==> config.mk <==
export PLATFORM = sky130hd
export DESIGN_NAME = mdio_master
export DESIGN_NICKNAME = d
export VERILOG_FILES = /design/src/rtl/mdio_master.sv
export SDC_FILE = /design/constraint.sdc
export NUM_CORES = 1
export LEC_CHECK = 0
export ABC_AREA = 1
export BUFFER_PORTS_ARGS = -buffer_cell sky130_fd_sc_hd__buf_4
export CORE_MARGIN = 1.5
export CORE_UTILIZATION = 55
export DETAILED_ROUTE_END_ITERATION = 10
export PLACE_DENSITY = 0.85
export SYNTH_ARGS = -nofsm -noshare
export SYNTH_HDL_FRONTEND = slang
export SYNTH_SLANG_ARGS = --single-unit
==> constraint.sdc <==
create_clock -name sys0_clk -period 2.4 [get_ports sys0_clk]
set_clock_uncertainty 0.15 [all_clocks]
set_input_delay 0.12 -clock sys0_clk [delete_from_list [all_inputs] [get_ports sys0_clk]]
set_output_delay 0.12 -clock sys0_clk [all_outputs]
set_load 0.01 [all_outputs]
==> src/rtl/mdio_master.sv <==
// rtl/mdio_master.sv - MDIO clause 22 management master with request/response handshake
module mdio_master #(
  parameter int MDC_HALF    = 40,
  parameter bit PREAMBLE_EN = 1'b1
) (
  input  logic        sys0_clk,
  input  logic        sys0_rst,
  input  logic        req_valid,
  output logic        req_ready,
  input  logic        req_write,
  input  logic [4:0]  req_phyad,
  input  logic [4:0]  req_regad,
  input  logic [15:0] req_wdata,
  output logic        rsp_valid,
  output logic [15:0] rsp_rdata,
  output logic        rsp_err,
  output logic        busy,
  output logic        mdio_mdc,
  output logic        mdio_out,
  output logic        mdio_oe,
  input  logic        mdio_in
);

  localparam int HW = (MDC_HALF > 1) ? $clog2(MDC_HALF) : 1;
  localparam logic [HW-1:0] HALF_LAST = HW'(MDC_HALF - 1);

  typedef enum logic [2:0] {IDLE, PRE, HDR, TA, DATA, DONE} state_t;

  state_t        state, next_state;
  logic          lead;       // cycle 0 after accept: busy but frame not yet started
  logic [HW-1:0] half_cnt;
  logic          mdc_q;
  logic [5:0]    bit_cnt;
  logic [5:0]    reload;
  logic          is_write;
  logic [31:0]   tx_sr;      // ST, OP, PHYAD, REGAD, TA, DATA; MSB goes out first
  logic [15:0]   rx_sr;
  logic          in_frame;
  logic          half_end;
  logic          rise;
  logic          bit_end;
  logic          last_bit;

  assign in_frame  = (state == PRE) || (state == HDR) || (state == TA) || (state == DATA);
  assign half_end  = !lead && (half_cnt == HALF_LAST);
  assign rise      = half_end && !mdc_q;
  assign bit_end   = half_end && mdc_q;
  assign last_bit  = bit_end && (bit_cnt == 6'd0);

  assign req_ready = (state == IDLE);
  assign busy      = (state != IDLE);
  assign rsp_valid = (state == DONE);
  assign mdio_mdc  = mdc_q;

  // State register
  always_ff @(posedge sys0_clk) begin
    if (sys0_rst) state <= IDLE;
    else          state <= next_state;
  end

  // Next-state logic and MDIO pin drive derived from the current frame position
  always_comb begin
    next_state = state;
    mdio_oe    = 1'b0;
    mdio_out   = 1'b1;
    case (state)
      IDLE: if (req_valid) next_state = PREAMBLE_EN ? PRE : HDR;
      PRE: begin
        mdio_oe = !lead;
        if (last_bit) next_state = HDR;
      end
      HDR: begin
        mdio_oe  = !lead;
        mdio_out = lead ? 1'b1 : tx_sr[31];
        if (last_bit) next_state = TA;
      end
      TA: begin
        mdio_oe  = is_write;
        mdio_out = is_write ? tx_sr[31] : 1'b1;
        if (last_bit) next_state = DATA;
      end
      DATA: begin
        mdio_oe  = is_write;
        mdio_out = is_write ? tx_sr[31] : 1'b1;
        if (last_bit) next_state = DONE;
      end
      DONE:    next_state = IDLE;
      default: next_state = IDLE;
    endcase
  end

  // Bit count to load when leaving the current state
  always_comb begin
    reload = 6'd0;
    case (state)
      PRE:     reload = 6'd13;
      HDR:     reload = 6'd1;
      TA:      reload = 6'd15;
      default: reload = 6'd0;
    endcase
  end

  // Frame datapath: MDC divider, bit counter, shift registers and response capture
  always_ff @(posedge sys0_clk) begin
    if (sys0_rst) begin
      lead      <= 1'b0;
      half_cnt  <= '0;
      mdc_q     <= 1'b0;
      bit_cnt   <= 6'd0;
      is_write  <= 1'b0;
      tx_sr     <= 32'h0;
      rx_sr     <= 16'h0;
      rsp_rdata <= 16'h0;
      rsp_err   <= 1'b0;
    end else if (state == IDLE) begin
      half_cnt <= '0;
      mdc_q    <= 1'b0;
      if (req_valid) begin
        lead     <= 1'b1;
        bit_cnt  <= PREAMBLE_EN ? 6'd31 : 6'd13;
        is_write <= req_write;
        tx_sr    <= {2'b01, (req_write ? 2'b01 : 2'b10), req_phyad, req_regad,
                     2'b10, (req_write ? req_wdata : 16'h0)};
        rsp_err  <= 1'b0;
      end
    end else if (in_frame) begin
      if (lead) begin
        lead <= 1'b0;
      end else begin
        if (half_end) begin
          half_cnt <= '0;
          mdc_q    <= ~mdc_q;
        end else begin
          half_cnt <= half_cnt + HW'(1);
        end
        // Reads sample the pin on the MDC rising edge
        if (rise && !is_write) begin
          if ((state == TA) && (bit_cnt == 6'd0) && mdio_in) rsp_err <= 1'b1;
          if (state == DATA) rx_sr <= {rx_sr[14:0], mdio_in};
        end
        if (bit_end) begin
          if (state != PRE) tx_sr <= {tx_sr[30:0], 1'b0};
          bit_cnt <= (bit_cnt == 6'd0) ? reload : bit_cnt - 6'd1;
          if (last_bit && (state == DATA)) rsp_rdata <= is_write ? 16'h0 : rx_sr;
        end
      end
    end
  end

endmodule
==> results of run 1 <==
-- state kept, by name (all words and copies together), names as in the netlist --
signal     cells
lead           1
bit_cnt        6
tx_sr         32
rx_sr         16
rsp_rdata     16
is_write       1
state          3
mdio_mdc       1
half_cnt       6
rsp_err        1
-- report_power, final --
group	switching [W]	leakage [nW]	internal (W)	total [W]
clock network	0.000549	0.0988	0.000499	0.00105
registers	0.000132	0.677	0.00162	0.00175
logic	0.00165	1.69	0.000819	0.00247
-- area by class of cell --
cell class	instances	area [sq um]	area share [%]
multi-input cells	458	1960	39.2
flip-flops and latches	83	1660	33.2
repair buffers	85	701	14.0
inverters	92	345	6.91
clock buffers	9	124	2.48
well taps	99	124	2.48
clock inverters	7	82.6	1.65
-- cell usage in the layout, fill, tap and decap left out --
| master | n |
|---|---|
| nand4_1 | 7 |
| buf_4 | 60 |
| nor2_8 | 1 |
| inv_8 | 1 |
| o21ai_1 | 15 |
| clkbuf_8 | 9 |
| clkinvlp_4 | 2 |
| inv_2 | 9 |
| nand2_1 | 178 |
| nor2_4 | 2 |
| dlygate4sd3_1 | 25 |
| inv_6 | 3 |
| a21oi_1 | 13 |
| nor2_1 | 158 |
| and3_1 | 1 |
| nand3b_1 | 1 |
| nand3_1 | 28 |
| o221ai_1 | 1 |
| o21ai_0 | 37 |
| nand3_2 | 2 |
| ha_1 | 3 |
| nand2_2 | 2 |
| nand2_4 | 1 |
| dfxtp_1 | 83 |
| o21a_1 | 1 |
| nor2_2 | 1 |
| inv_1 | 82 |
| clkinv_1 | 1 |
| nor3_1 | 6 |
| bufinv_16 | 1 |
-- layer usage --
layer	routed length, um	GRT usage [%]
met5	0	0
met3	342	3.42
met2	4380	44.4
met1	3980	26.8
met4	132	9.93
-- what timing repair did --
action                                  CTS  global route
hold buffers                             25             0
endpoints found under the setup margin    0             0
buffers inserted                          0             0
endpoints found under the hold margin    46             0
-- worst paths after layout --
kind           startpoint        end  slack, ns
max reg2reg   half_cnt[0]  tx_sr[13]       0.24
min reg2reg      rx_sr[4]   rx_sr[4]       0.34
min          req_wdata[3]   tx_sr[3]       0.01
max           half_cnt[0]  tx_sr[13]       0.24
-- per-stage QoR --
step                      util, %  instance area, sq um  cells  setup slack (ns)  hold WS, ns
after floorplan                 -                  4110    665             0.679        0.183
after CTS                    68.9                  5000    833             0.249    0.0000180
final                        68.9                  5000    833             0.236       0.0103
after detailed placement     62.6                  4540    792             0.290        0.302
after global placement       62.6                  4540    792             0.370        0.286
after global routing         68.9                  5000    833            0.0619       0.0171
-- cells by family after synthesis --
group / synth area share [%]
AND/OR/NAND/NOR: 38.5
adder cells (fa/ha/maj): 0.913
AO/OA/AOI/OAI: 8.31
buffers and inverters: 11.9
flip-flops: 40.4
-- critical path, cell delays in order (launching register included) --
cell and delay, ns:
dfxtp_1 0.35, ha_1 0.21, nand2_1 0.08, inv_2 0.05, nand2_1 0.11, nor2_4 0.06, nand2_1 0.11, nand2_2 0.13
nand3_2 0.08, buf_4 0.45, nand2_1 0.12, nand2_1 0.10, nor2_1 0.04
==> run summary, run 1 <==
status: completed
Slew headroom: 64.0%
YS warnings: 0
WL final: 8840 um
commonest cells in the netlist: nand2_1 (178), nor2_1 (158), dfxtp_1 (83)
total CTS buffers: 9
largest net degree at the start of global routing: 61
Most used DFF post-synth: dfxtp_1
Clk Latency, worst-skew pair: 0.35 ns
fin. max-slew vios: 0
GR Overflow Total: 0
Avg Cell Area, Syn: 6.18 sq um
die width: 89.5 um
Worst-Margin Slew: 0.541 ns
mapped cell area: 4110 sq um
total power: 0.00527 W
dpl hpwl: 5700 um
P_leak: 2.46 nW
RSZ-0062 raised after global routing: no
initial antenna violation count: 0
Arrival @ worst endpoint: 2.26 ns
FF+latch count, synth: 83
TritonCTS sink count: 83
P&R area growth vs syn: 21.6%
vias in the first global route: 3,705
Final setup viols: 0
Max-cap violations: 0
Post-Syn Nets: 699
WL/cell: 10.6 um
# rows: 31
Syn Inst Count: 665
Seq/Total Area, Yosys: 40.4%
Critical Path RT: 2.50 ns
largest cells by area after synthesis: dfxtp_1 (40%), nand2_1 (16%), nor2_1 (14%)
Final TNS setup: 0 ns
Final min period: 2.16 ns
CTS tree: done
hold depth: 5
top cell type's share of synthesized area: 40.4%
# DRC: 0
CTS clk-pin slew, worst paths: 0.09 ns
routability cong.: 0.888
deepest clock path buffer count: 2
asr flop ratio synth: 0%
nature of the critical path endpoint: flop
Distinct cells, synth: 26
Routed Antenna Nets: 0
P per Cell Area: 1050 nW/um^2
starting density of the core: 56.7%
fin nets: 763
hold crit path type: in2reg
ratio of final minimum period to clock period: 90.2%
drt initial violations: 321
biggest area consumer among synthesized cells: dfxtp_1
top-count cell post-synth: nand2_1
fraction of layout cells with a size suffix above 1: 12.8%
fmax: 0.462 GHz
Total GRT Usage: 23.7%
Die ar.: 8000 sq um
Vias: 4,019
Fin. Hold Viols: 0
r2r worst-path depth: 12
core area: 7250 sq um
EDFF count, synth: 0
Crit Path Category: reg2reg
H-tree depth: 3
Die Height: 89.5 um
io pins: 54
# fillers: 636
first-pass GRT wire length: 15,100 um
Vias/cell: 4.82
CTS resizes: 0
worst vdd ir: 0.000650 V
antenna diode count: 0
crit start category: flop
clk root buf: clkbuf_8
Port Buffer Count: 53
drt pass-1 iters: 4
CP Max Fanout: 60
Power figures use the tool's default switching activity.
==> run 2: changes to the inputs <==
==> config.mk (replaced) <==
export PLATFORM = sky130hd
export DESIGN_NAME = mdio_master
export DESIGN_NICKNAME = d
export VERILOG_FILES = /design/src/rtl/mdio_master.sv
export SDC_FILE = /design/constraint.sdc
export NUM_CORES = 1
export LEC_CHECK = 0
export ABC_AREA = 1
export BUFFER_PORTS_ARGS = -buffer_cell sky130_fd_sc_hd__clkbuf_2
export CORE_MARGIN = 1.5
export CORE_UTILIZATION = 40
export DETAILED_ROUTE_END_ITERATION = 10
export PLACE_DENSITY = 0.67
export SYNTH_ARGS = -nofsm -noshare
export SYNTH_HDL_FRONTEND = slang
export SYNTH_SLANG_ARGS = --single-unit
==> run summary, run 2 (synthesis results as in run 1) <==
status: completed
fin. max-slew vios: 0 (unchanged)
commonest non-fill, non-tap cell in the layout: nand2_1
total power: 0.00522 W (-0.95%)
register area: 1660 sq um (unchanged)
CP Max Fanout: 6 (-90%)
Top reg by flops: tx_sr
WL final: 8750 um (-0.96%)
starting density of the core: 41.7% (-15 points)
Die Height: 104 um (+17%)
nature of the critical path endpoint: primary output
Post-CTS Setup Bufs: 0 (unchanged)
# DRC: 0 (unchanged)
Final TNS setup: 0 ns (unchanged)
# fillers: 1,015 (+60%)
core area: 9860 sq um (+36%)
Arrival @ worst endpoint: 1.84 ns (-0.42 ns)
Top delay family on crit path: simple AND/OR/NAND/NOR gates
P_leak: 2.42 nW (-1.6%)
fmax: 0.473 GHz (+2.4%)
Max-cap violations: 0 (unchanged)
antenna diode count: 0 (unchanged)
Crit path top cell by count: nand2_1
CTS resizes: 0 (unchanged)
Routed Antenna Nets: 0 (unchanged)
routability cong.: 0.914 (+3.0%)
largest stage delay on the critical path: 0.45 ns (about the same)
fraction of layout cells with a size suffix above 1: 13.0% (+0.15 points)
vias in the first global route: 3,781 (+2.1%)
ratio of final minimum period to clock period: 88.0% (-2.1 points)
P&R area growth vs syn: 19.2%
H-tree depth: 3 (unchanged)
Gate power share: 47.0% (+0.2 points)
Worst-Margin Slew: 0.635 ns (+0.0942 ns)
drt initial violations: 107 (-67%)
hold crit path type: in2reg
GR Overflow Total: 0 (unchanged)
final core occ: 49.7% (-19 points)
Clk Latency, worst-skew pair: 0.35 ns (about the same)
P per Cell Area: 1060 nW/um^2 (+1.0%)
die width: 104 um (+17%)
drt pass-1 iters: 4 (unchanged)
Critical Path RT: 2.13 ns (-0.37 ns)
io pins: 54 (unchanged)
deepest clock path buffer count: 2 (unchanged)
RSZ-0062 raised after global routing: no
WP buf/inv: 2 (unchanged)
Multi-input gate area: 1960 sq um (unchanged)
worst vdd ir: 0.000654 V (+0.49%)
Regs by FF count: tx_sr (32), rsp_rdata (16), rx_sr (16)
CP max-delay cell: dfxtp_1
max reg flops: 32 (unchanged)
TritonCTS sink count: 83 (unchanged)
Hold Startpoint: req_wdata[10]
Port Buffer Count: 53 (unchanged)
Net Switching: 0.00231 W (-0.62%)
Final min period: 2.11 ns (-0.0515 ns)
most frequent cells in the layout: nand2_1 (178), nor2_1 (158), dfxtp_1 (83), inv_1 (82), clkbuf_2 (53)
clock power share: 19.5% (-0.4 points)
Final setup viols: 0 (unchanged)
Vias: 3,967 (-1.3%)
total CTS buffers: 9 (unchanged)
CTS tree: done
reg2reg start: half_cnt[0]
largest net degree at the start of global routing: 60 (-1.6%)
clk root buf: clkbuf_8
WL/cell: 10.1 um (-4.7%)
Die ar.: 10,900 sq um (+36%)
Total GRT Usage: 17.3% (-6.4 points)
final hold slack: 0.0168 ns (+0.00649 ns)
Seq pwr share: 33.5% (+0.2 points)
Cell Int Power: 0.00290 W (-1.2%)
dpl hpwl: 5860 um (+2.6%)
initial antenna violation count: 0 (unchanged)
Vias/cell: 4.58 (-5.1%)
first-pass GRT wire length: 15,900 um (+5.5%)
worst setup path startpoint: state[0]
CTS clk-pin slew, worst paths: 0.09 ns (about the same)
Slew headroom: 57.4% (-6.5 points)
Crit Path Category: reg2out
CTS Hold Buffers Added: 23 (-8.0%)
fin nets: 762 (-0.13%)
Fin. Hold Viols: 0 (unchanged)
critical-path cell list: inv_2 -> nor2_1 -> nand2_1 -> nand2_1 -> nand2_1 -> o21ai_0 -> clkbuf_2
Switching Share: 44.3% (+0.15 points)
# rows: 36 (+16%)
crit start category: flop
[run 2: layout make-up]
cell class                 instances  share of cell area, %
clock buffer                       9                   2.53
inverter                          92                   7.04
tap                              133                   3.39
clock inverter                     7                   1.56
sequential                        83                   33.9
multi-input combinational        458                   40.0
timing repair buffer              84                   11.6
[run 2: metrics by stage]
step / instances / instance area [sq um] / worst slack (ns)
after floorplan: 665 / 4110 / 0.679
after global placement: 827 / 4470 / 0.445
after detailed placement: 827 / 4470 / 0.373
after CTS: 866 / 4900 / 0.273
after global routing: 866 / 4900 / 0.123
final: 866 / 4900 / 0.287
[run 2: worst register-to-register path, cell delays in order (launching register included)]
cell and delay (ns):
dfxtp_1 0.38, ha_1 0.19, nand2_1 0.07, inv_2 0.08
nand2_1 0.08, nor2_4 0.13, nand2_1 0.12, nand2_2 0.15
nand3_2 0.09, buf_4 0.28, nand2_1 0.12, nand2_1 0.05
nor2_1 0.10
[run 2: power by group through the flow]
stage / logic (W) / registers (W) / clock network [W]
floorplan: 0.00200 / 0.00173 / 0
global placement: 0.00234 / 0.00177 / 0
detailed placement: 0.00241 / 0.00178 / 0
CTS: 0.00246 / 0.00175 / 0.00106
global route: 0.00285 / 0.00178 / 0.00112
finish: 0.00245 / 0.00175 / 0.00102
[run 2: path summary, 6_finish.rpt]
check / endpoint / slack (ns) / depth (start not counted)
max reg2reg: tx_sr[3] / 0.33 / 12
min: tx_sr[10] / 0.02 / 5
min reg2reg: rx_sr[10] / 0.34 / 2
max: mdio_oe / 0.29 / 7
[run 2: metal layers]
metal / vias up / GRT usage, % / share of wire (%)
li1: 2133 / - / -
met1: 1755 / 20.5 / 48
met2: 71 / 31.3 / 47
met3: 8 / 3.13 / 3.3
met4: 0 / 5.75 / 0.91
met5: - / 0 / 0
